**src/rtl/nbit_serial_comparator.sv**
```systemverilog
// nbit_serial_comparator
//
// Multi-cycle magnitude comparator. Two WIDTH-bit operands are latched on an
// accepted start and scanned MSB-first, DIGIT bits per clock. The result is
// a registered one-hot g/e/s triple, qualified by a one-cycle done pulse.
// Unsigned and two's-complement compares are both supported.
//
// Parameters
//   WIDTH  operand width (>= 2, multiple of DIGIT)
//   DIGIT  bits examined per compare cycle; N = WIDTH/DIGIT slices
//
// Ports
//   clk          rising-edge clock
//   rst_n        asynchronous active-low reset
//   start        request, accepted in IDLE or DONE
//   a, b         operands, sampled on the accepting edge
//   signed_mode  1 = two's complement, 0 = unsigned (sampled with a/b)
//   busy         high while the scan is running
//   done         one-cycle pulse, result valid
//   g / e / s    A > B / A == B / A < B, held until the next accepted start
//
// Build option
//   CMP_EARLY_EXIT_EN  when defined, the scan stops at the first differing
//                      slice; otherwise it always runs N cycles. Results are
//                      the same in both builds, only latency differs.
//
// state | meaning
// ------+-----------------------------------------------
// IDLE  | reset state, waiting for start
// RUN   | scanning one slice per clock, MSB slice first
// DONE  | result valid for one cycle, done asserted

module nbit_serial_comparator #(
  parameter int WIDTH = 8,
  parameter int DIGIT = 2
) (
  input  logic             clk,
  input  logic             rst_n,
  input  logic             start,
  input  logic [WIDTH-1:0] a,
  input  logic [WIDTH-1:0] b,
  input  logic             signed_mode,
  output logic             busy,
  output logic             done,
  output logic             g,
  output logic             e,
  output logic             s
);

  localparam int N     = WIDTH / DIGIT;
  localparam int IDX_W = (N > 1) ? $clog2(N) : 1;

  localparam logic [IDX_W-1:0] IDX_TOP   = IDX_W'(N - 1);
  localparam logic [IDX_W-1:0] IDX_ZERO  = '0;
  localparam logic [WIDTH-1:0] SIGN_MASK = {1'b1, {(WIDTH-1){1'b0}}};

  typedef enum logic [1:0] {
    IDLE = 2'd0,
    RUN  = 2'd1,
    DONE = 2'd2
  } state_t;

  state_t           state, state_nxt;
  logic [WIDTH-1:0] a_q, a_nxt;
  logic [WIDTH-1:0] b_q, b_nxt;
  logic [IDX_W-1:0] idx, idx_nxt;
  // sticky "a difference has been seen" flags for the running scan
  logic             gt_q, gt_nxt;
  logic             lt_q, lt_nxt;
  logic             g_nxt, e_nxt, s_nxt;

  logic [DIGIT-1:0] slice_a, slice_b;
  logic             dec_gt, dec_lt, term;

  assign slice_a = a_q[idx*DIGIT +: DIGIT];
  assign slice_b = b_q[idx*DIGIT +: DIGIT];

  // The first difference wins; the other flag can only be set while neither
  // has been seen yet, so the pair never holds 2'b11.
  assign dec_gt = gt_q | (~lt_q & (slice_a > slice_b));
  assign dec_lt = lt_q | (~gt_q & (slice_a < slice_b));

`ifdef CMP_EARLY_EXIT_EN
  assign term = (idx == IDX_ZERO) | dec_gt | dec_lt;
`else
  assign term = (idx == IDX_ZERO);
`endif

  assign busy = (state == RUN);
  assign done = (state == DONE);

  always_ff @(posedge clk or negedge rst_n) begin
    if (!rst_n) begin
      state <= IDLE;
      a_q   <= '0;
      b_q   <= '0;
      idx   <= '0;
      gt_q  <= 1'b0;
      lt_q  <= 1'b0;
      g     <= 1'b0;
      e     <= 1'b0;
      s     <= 1'b0;
    end else begin
      state <= state_nxt;
      a_q   <= a_nxt;
      b_q   <= b_nxt;
      idx   <= idx_nxt;
      gt_q  <= gt_nxt;
      lt_q  <= lt_nxt;
      g     <= g_nxt;
      e     <= e_nxt;
      s     <= s_nxt;
    end
  end

  always_comb begin
    state_nxt = state;
    a_nxt     = a_q;
    b_nxt     = b_q;
    idx_nxt   = idx;
    gt_nxt    = gt_q;
    lt_nxt    = lt_q;
    g_nxt     = g;
    e_nxt     = e;
    s_nxt     = s;

    case (state)
      IDLE, DONE: begin
        if (start) begin
          // Flipping both sign bits maps two's complement order onto
          // unsigned order, so the scan itself is always unsigned.
          a_nxt     = a ^ (signed_mode ? SIGN_MASK : '0);
          b_nxt     = b ^ (signed_mode ? SIGN_MASK : '0);
          idx_nxt   = IDX_TOP;
          gt_nxt    = 1'b0;
          lt_nxt    = 1'b0;
          g_nxt     = 1'b0;
          e_nxt     = 1'b0;
          s_nxt     = 1'b0;
          state_nxt = RUN;
        end else if (state == DONE) begin
          state_nxt = IDLE;
        end
      end

      RUN: begin
        gt_nxt = dec_gt;
        lt_nxt = dec_lt;
        if (term) begin
          g_nxt     = dec_gt;
          s_nxt     = dec_lt;
          e_nxt     = ~dec_gt & ~dec_lt;
          state_nxt = DONE;
        end else begin
          idx_nxt = idx - IDX_W'(1);
        end
      end

      default: state_nxt = IDLE;
    endcase
  end

endmodule
```
**config.mk**
```make
export PLATFORM = sky130hd
export DESIGN_NAME = nbit_serial_comparator
export DESIGN_NICKNAME = d
export VERILOG_FILES = /design/src/rtl/nbit_serial_comparator.sv
export SDC_FILE = /design/constraint.sdc
export NUM_CORES = 1
export LEC_CHECK = 0
export ABC_AREA = 1
export ABC_CLOCK_PERIOD_IN_PS = 1800
export BUFFER_PORTS_ARGS = -buffer_cell sky130_fd_sc_hd__buf_2
export CAP_MARGIN = 20
export CORE_AREA = 2 2 49 55
export DETAILED_ROUTE_END_ITERATION = 6
export DIE_AREA = 0 0 51 57
export GPL_TIMING_DRIVEN = 1
export MAX_ROUTING_LAYER = met4
export PLACE_DENSITY_LB_ADDON = 0.2
export SYNTH_ARGS = -nofsm -noshare
export SYNTH_HDL_FRONTEND = slang
export SYNTH_SLANG_ARGS = --single-unit
```
**constraint.sdc**
```tcl
create_clock -name clk -period 1.8 [get_ports clk]
set_input_delay 0.18 -clock clk [delete_from_list [all_inputs] [get_ports clk]]
set_output_delay 0.18 -clock clk [all_outputs]
set_load 0.03 [all_outputs]
```
==> flow_summary.ini <==
[run_status]
outcome = complete, no violations

[yosys]
ys_ff_latch = 25
yosysMostFrequentCell = nand2_1
yosysUniqueCellTypes = 21
ys.flop_type = dfrtp_1
ys_seq_area_share_pct = 52.0
synth_compound_gate_area_share_pct = 9.05
synth-async-reset-ratio_pct = 100
ys.warnings.count = 0
synth_top_family_by_area = simple AND/OR/NAND/NOR gates
synth_top_area_share_pct = 52.0
synthAdderAreaFrac_pct = 3.12
synth-xor-area-share_pct = 1.46
synth_area_um2 = 1200
yosys-top-cells-area = dfrtp_1, nand2_1, o21ai_0
synthSimpleGateAreaFrac_pct = 27.3
syn-num-nets = 169
synth_edf_count = 0
syn_avg_cell_area_um2 = 8.24
synth_common_cells = nand2_1, dfrtp_1, o21ai_0, inv_1, nor2_1
synth_top_cell_by_area = dfrtp_1
post_synth_inst_count = 146
synthMuxAreaShare_pct = 0

[layout]
fillers = 225
multi_input_area_um2 = 499
area_delta_synth_final_pct = 17.9
final-seq-area_um2 = 627
final_util_pct = 59.0
drive_above_1_share_pct = 25.0
finalNetCount = 200
diodes = 0

[clock_tree]
cts.sinks = 25
root_buffer = clkbuf_4
ctsLongestPathBuffers = 2
cts_buffers = 3
cts_tree = built
htreeDepth = 1
clkLatencyLatePin_ns = 0.32
clkTransAtPathRegs_ns = 0.13

[sta]
drv_slew = 0
hold_viol_final = 0
fin_worst_skew_ns = 0.0101
worstMarginPinSlew_ns = 0.552
finalSetupViolCount = 0
setup_tns_ns = 0
period_needed_ns = 1.67
max_freq_ghz = 0.600
post-route-period-util_pct = 92.6
slew-limit-headroom_pct = 63.2

[worst_setup_path]
start_kind = register
crit_start = idx[0]
worstPathMaxFanout = 10
r2r-end = e
path_common_cell = nand2_1
critPathCaptureType = register
r2r-start = idx[0]
endpoint = e
rr_worst_depth = 10
regToRegSetupSlack_ns = 0.13
arrival_ns = 1.90
slowest_delay_ns = 0.48
required_ns = 2.03
worstSetupPathType = reg -> reg
path_cells = buf_6 -> o21ai_1 -> o22ai_1 -> ha_1 -> nand2_1 -> nand2_1 -> nand2_1 -> nand2_2 -> nand2_1 -> nand2_1
cp_top_family = flip-flops
cp_slowest_cell = dfrtp_2
path_depth = 10
cp_num_buf_inv = 1

[die]
core_area_um2 = 2400
die_w_um = 51
die_area_um2 = 2910
initial_core_util_pct = 50.1
core.rowCount = 19
die_y_um = 57
pin_count = 25

[global_routing]
grt_max_degree = 26
antenna_found_initial = 0
grt_pass1_wl_um = 4000
grt_overflow_total = 0
grt_pass1_vias = 977
grt_usage_pct = 18.6

[drt]
routedWlPerCell_um = 11.4
drc = 0
postRouteAntennaNets = 0
drt_iter0_drc = 32
viasPerCell = 4.85
vias = 1003
wl_um = 2350
drt_first_pass_iters = 4

[power]
power_mw = 2.49
cellPowerDensity_nw_per_um2 = 1750
p_leak_nw = 0.777
ir_drop_mv = 0.839

[placement]
portBuffers = 24
hpwl_um = 1680
routabilityCongestion = 0.818

[worst_hold_path]
min_path_type = in -> reg

[flow_run]
drv_cap = 0
==> timing repair <==
action	CTS	global route
endpoints found under the setup margin	0	5
setup buffers	0	2
hold buffers	1	0
resized for setup	0	13
hold endpoints to repair	25	0
==> routing by layer <==
| layer | up-vias | global-route usage (%) | part of all wire [%] |
|---|---|---|---|
| met5 | - | - | 0 |
| met4 | 0 | 8.88 | 2.6 |
| met3 | 7 | 2.62 | 5.1 |
| met2 | 34 | 30.6 | 51 |
| met1 | 447 | 22.5 | 41 |
| li1 | 515 | - | - |
==> final cells by class <==
class / instances / share of cell area [%]
Tap cell: 31 / 2.74
Timing Repair inverter: 1 / 0.530
Sequential cell: 25 / 44.2
Inverter: 14 / 4.32
Clock inverter: 1 / 0.353
Multi-Input combinational cell: 104 / 35.2
Clock buffer: 3 / 1.59
Timing Repair Buffer: 28 / 11.0
==> sequential cells by signal (all words and copies together) (netlist names) <==
signal / count
a_q: 8
b_q: 8
e: 1
g: 1
gt_q: 1
idx: 2
lt_q: 1
s: 1
state: 2
==> worst min-delay path: cells and delay by family <==
family	cells	cell delay, ns
simple gates	2	0.08
buf+inv	1	0.07
==> through the flow <==
stage / hold slack [ns] / cell area, um^2 / setup slack [ns] / cells
2_1_floorplan: -0.116 / 1200 / 0.278 / 146
3_3_place_gp: 0.196 / 1340 / 0.186 / 199
3_5_place_dp: 0.201 / 1340 / 0.133 / 199
4_1_cts: 0.0287 / 1380 / 0.111 / 204
5_1_grt: 0.0317 / 1420 / -0.0136 / 207
6_report: 0.0354 / 1420 / 0.133 / 207
==> worst min path at each step <==
stage                      from       end  cells after the start
final                      b[0]    b_q[0]                      3
after global routing       b[3]    b_q[3]                      3
after CTS                  b[0]    b_q[0]                      3
after detailed placement  rst_n  state[1]                      1
after global placement    rst_n  state[1]                      1
after floorplan           rst_n    a_q[0]                      0
==> report_power, final <==
group          switching [mW]  internal (mW)  total (mW)
Clock                   0.162         0.0833       0.246
Combinational           0.777          0.482        1.26
Sequential              0.165          0.816       0.981
==> placed cells by master (no fill, tap or decap) <==
cell type,count
nor2_4,2
buf_2,24
buf_4,2
o21ai_1,6
nand2_1,57
nor3_1,1
nand2_2,4
ha_1,3
buf_6,1
dfrtp_2,1
a21oi_1,3
inv_1,11
inv_2,1
clkinvlp_4,2
xnor2_1,2
a21boi_2,1
clkinv_2,1
inv_6,1
nand3_1,2
clkbuf_4,3
o22ai_1,2
o21ai_0,8
nand2_4,1
nor2_1,11
nand4_1,1
dlygate4sd3_1,1
dfrtp_1,24
==> kinds of logic after synthesis <==
family | count (synthesis)
simple gates | 79
flops | 25
compound gates | 20
buf+inv | 17
fa+ha+maj | 3
xor+xnor | 2
Power figures use the tool's default switching activity.
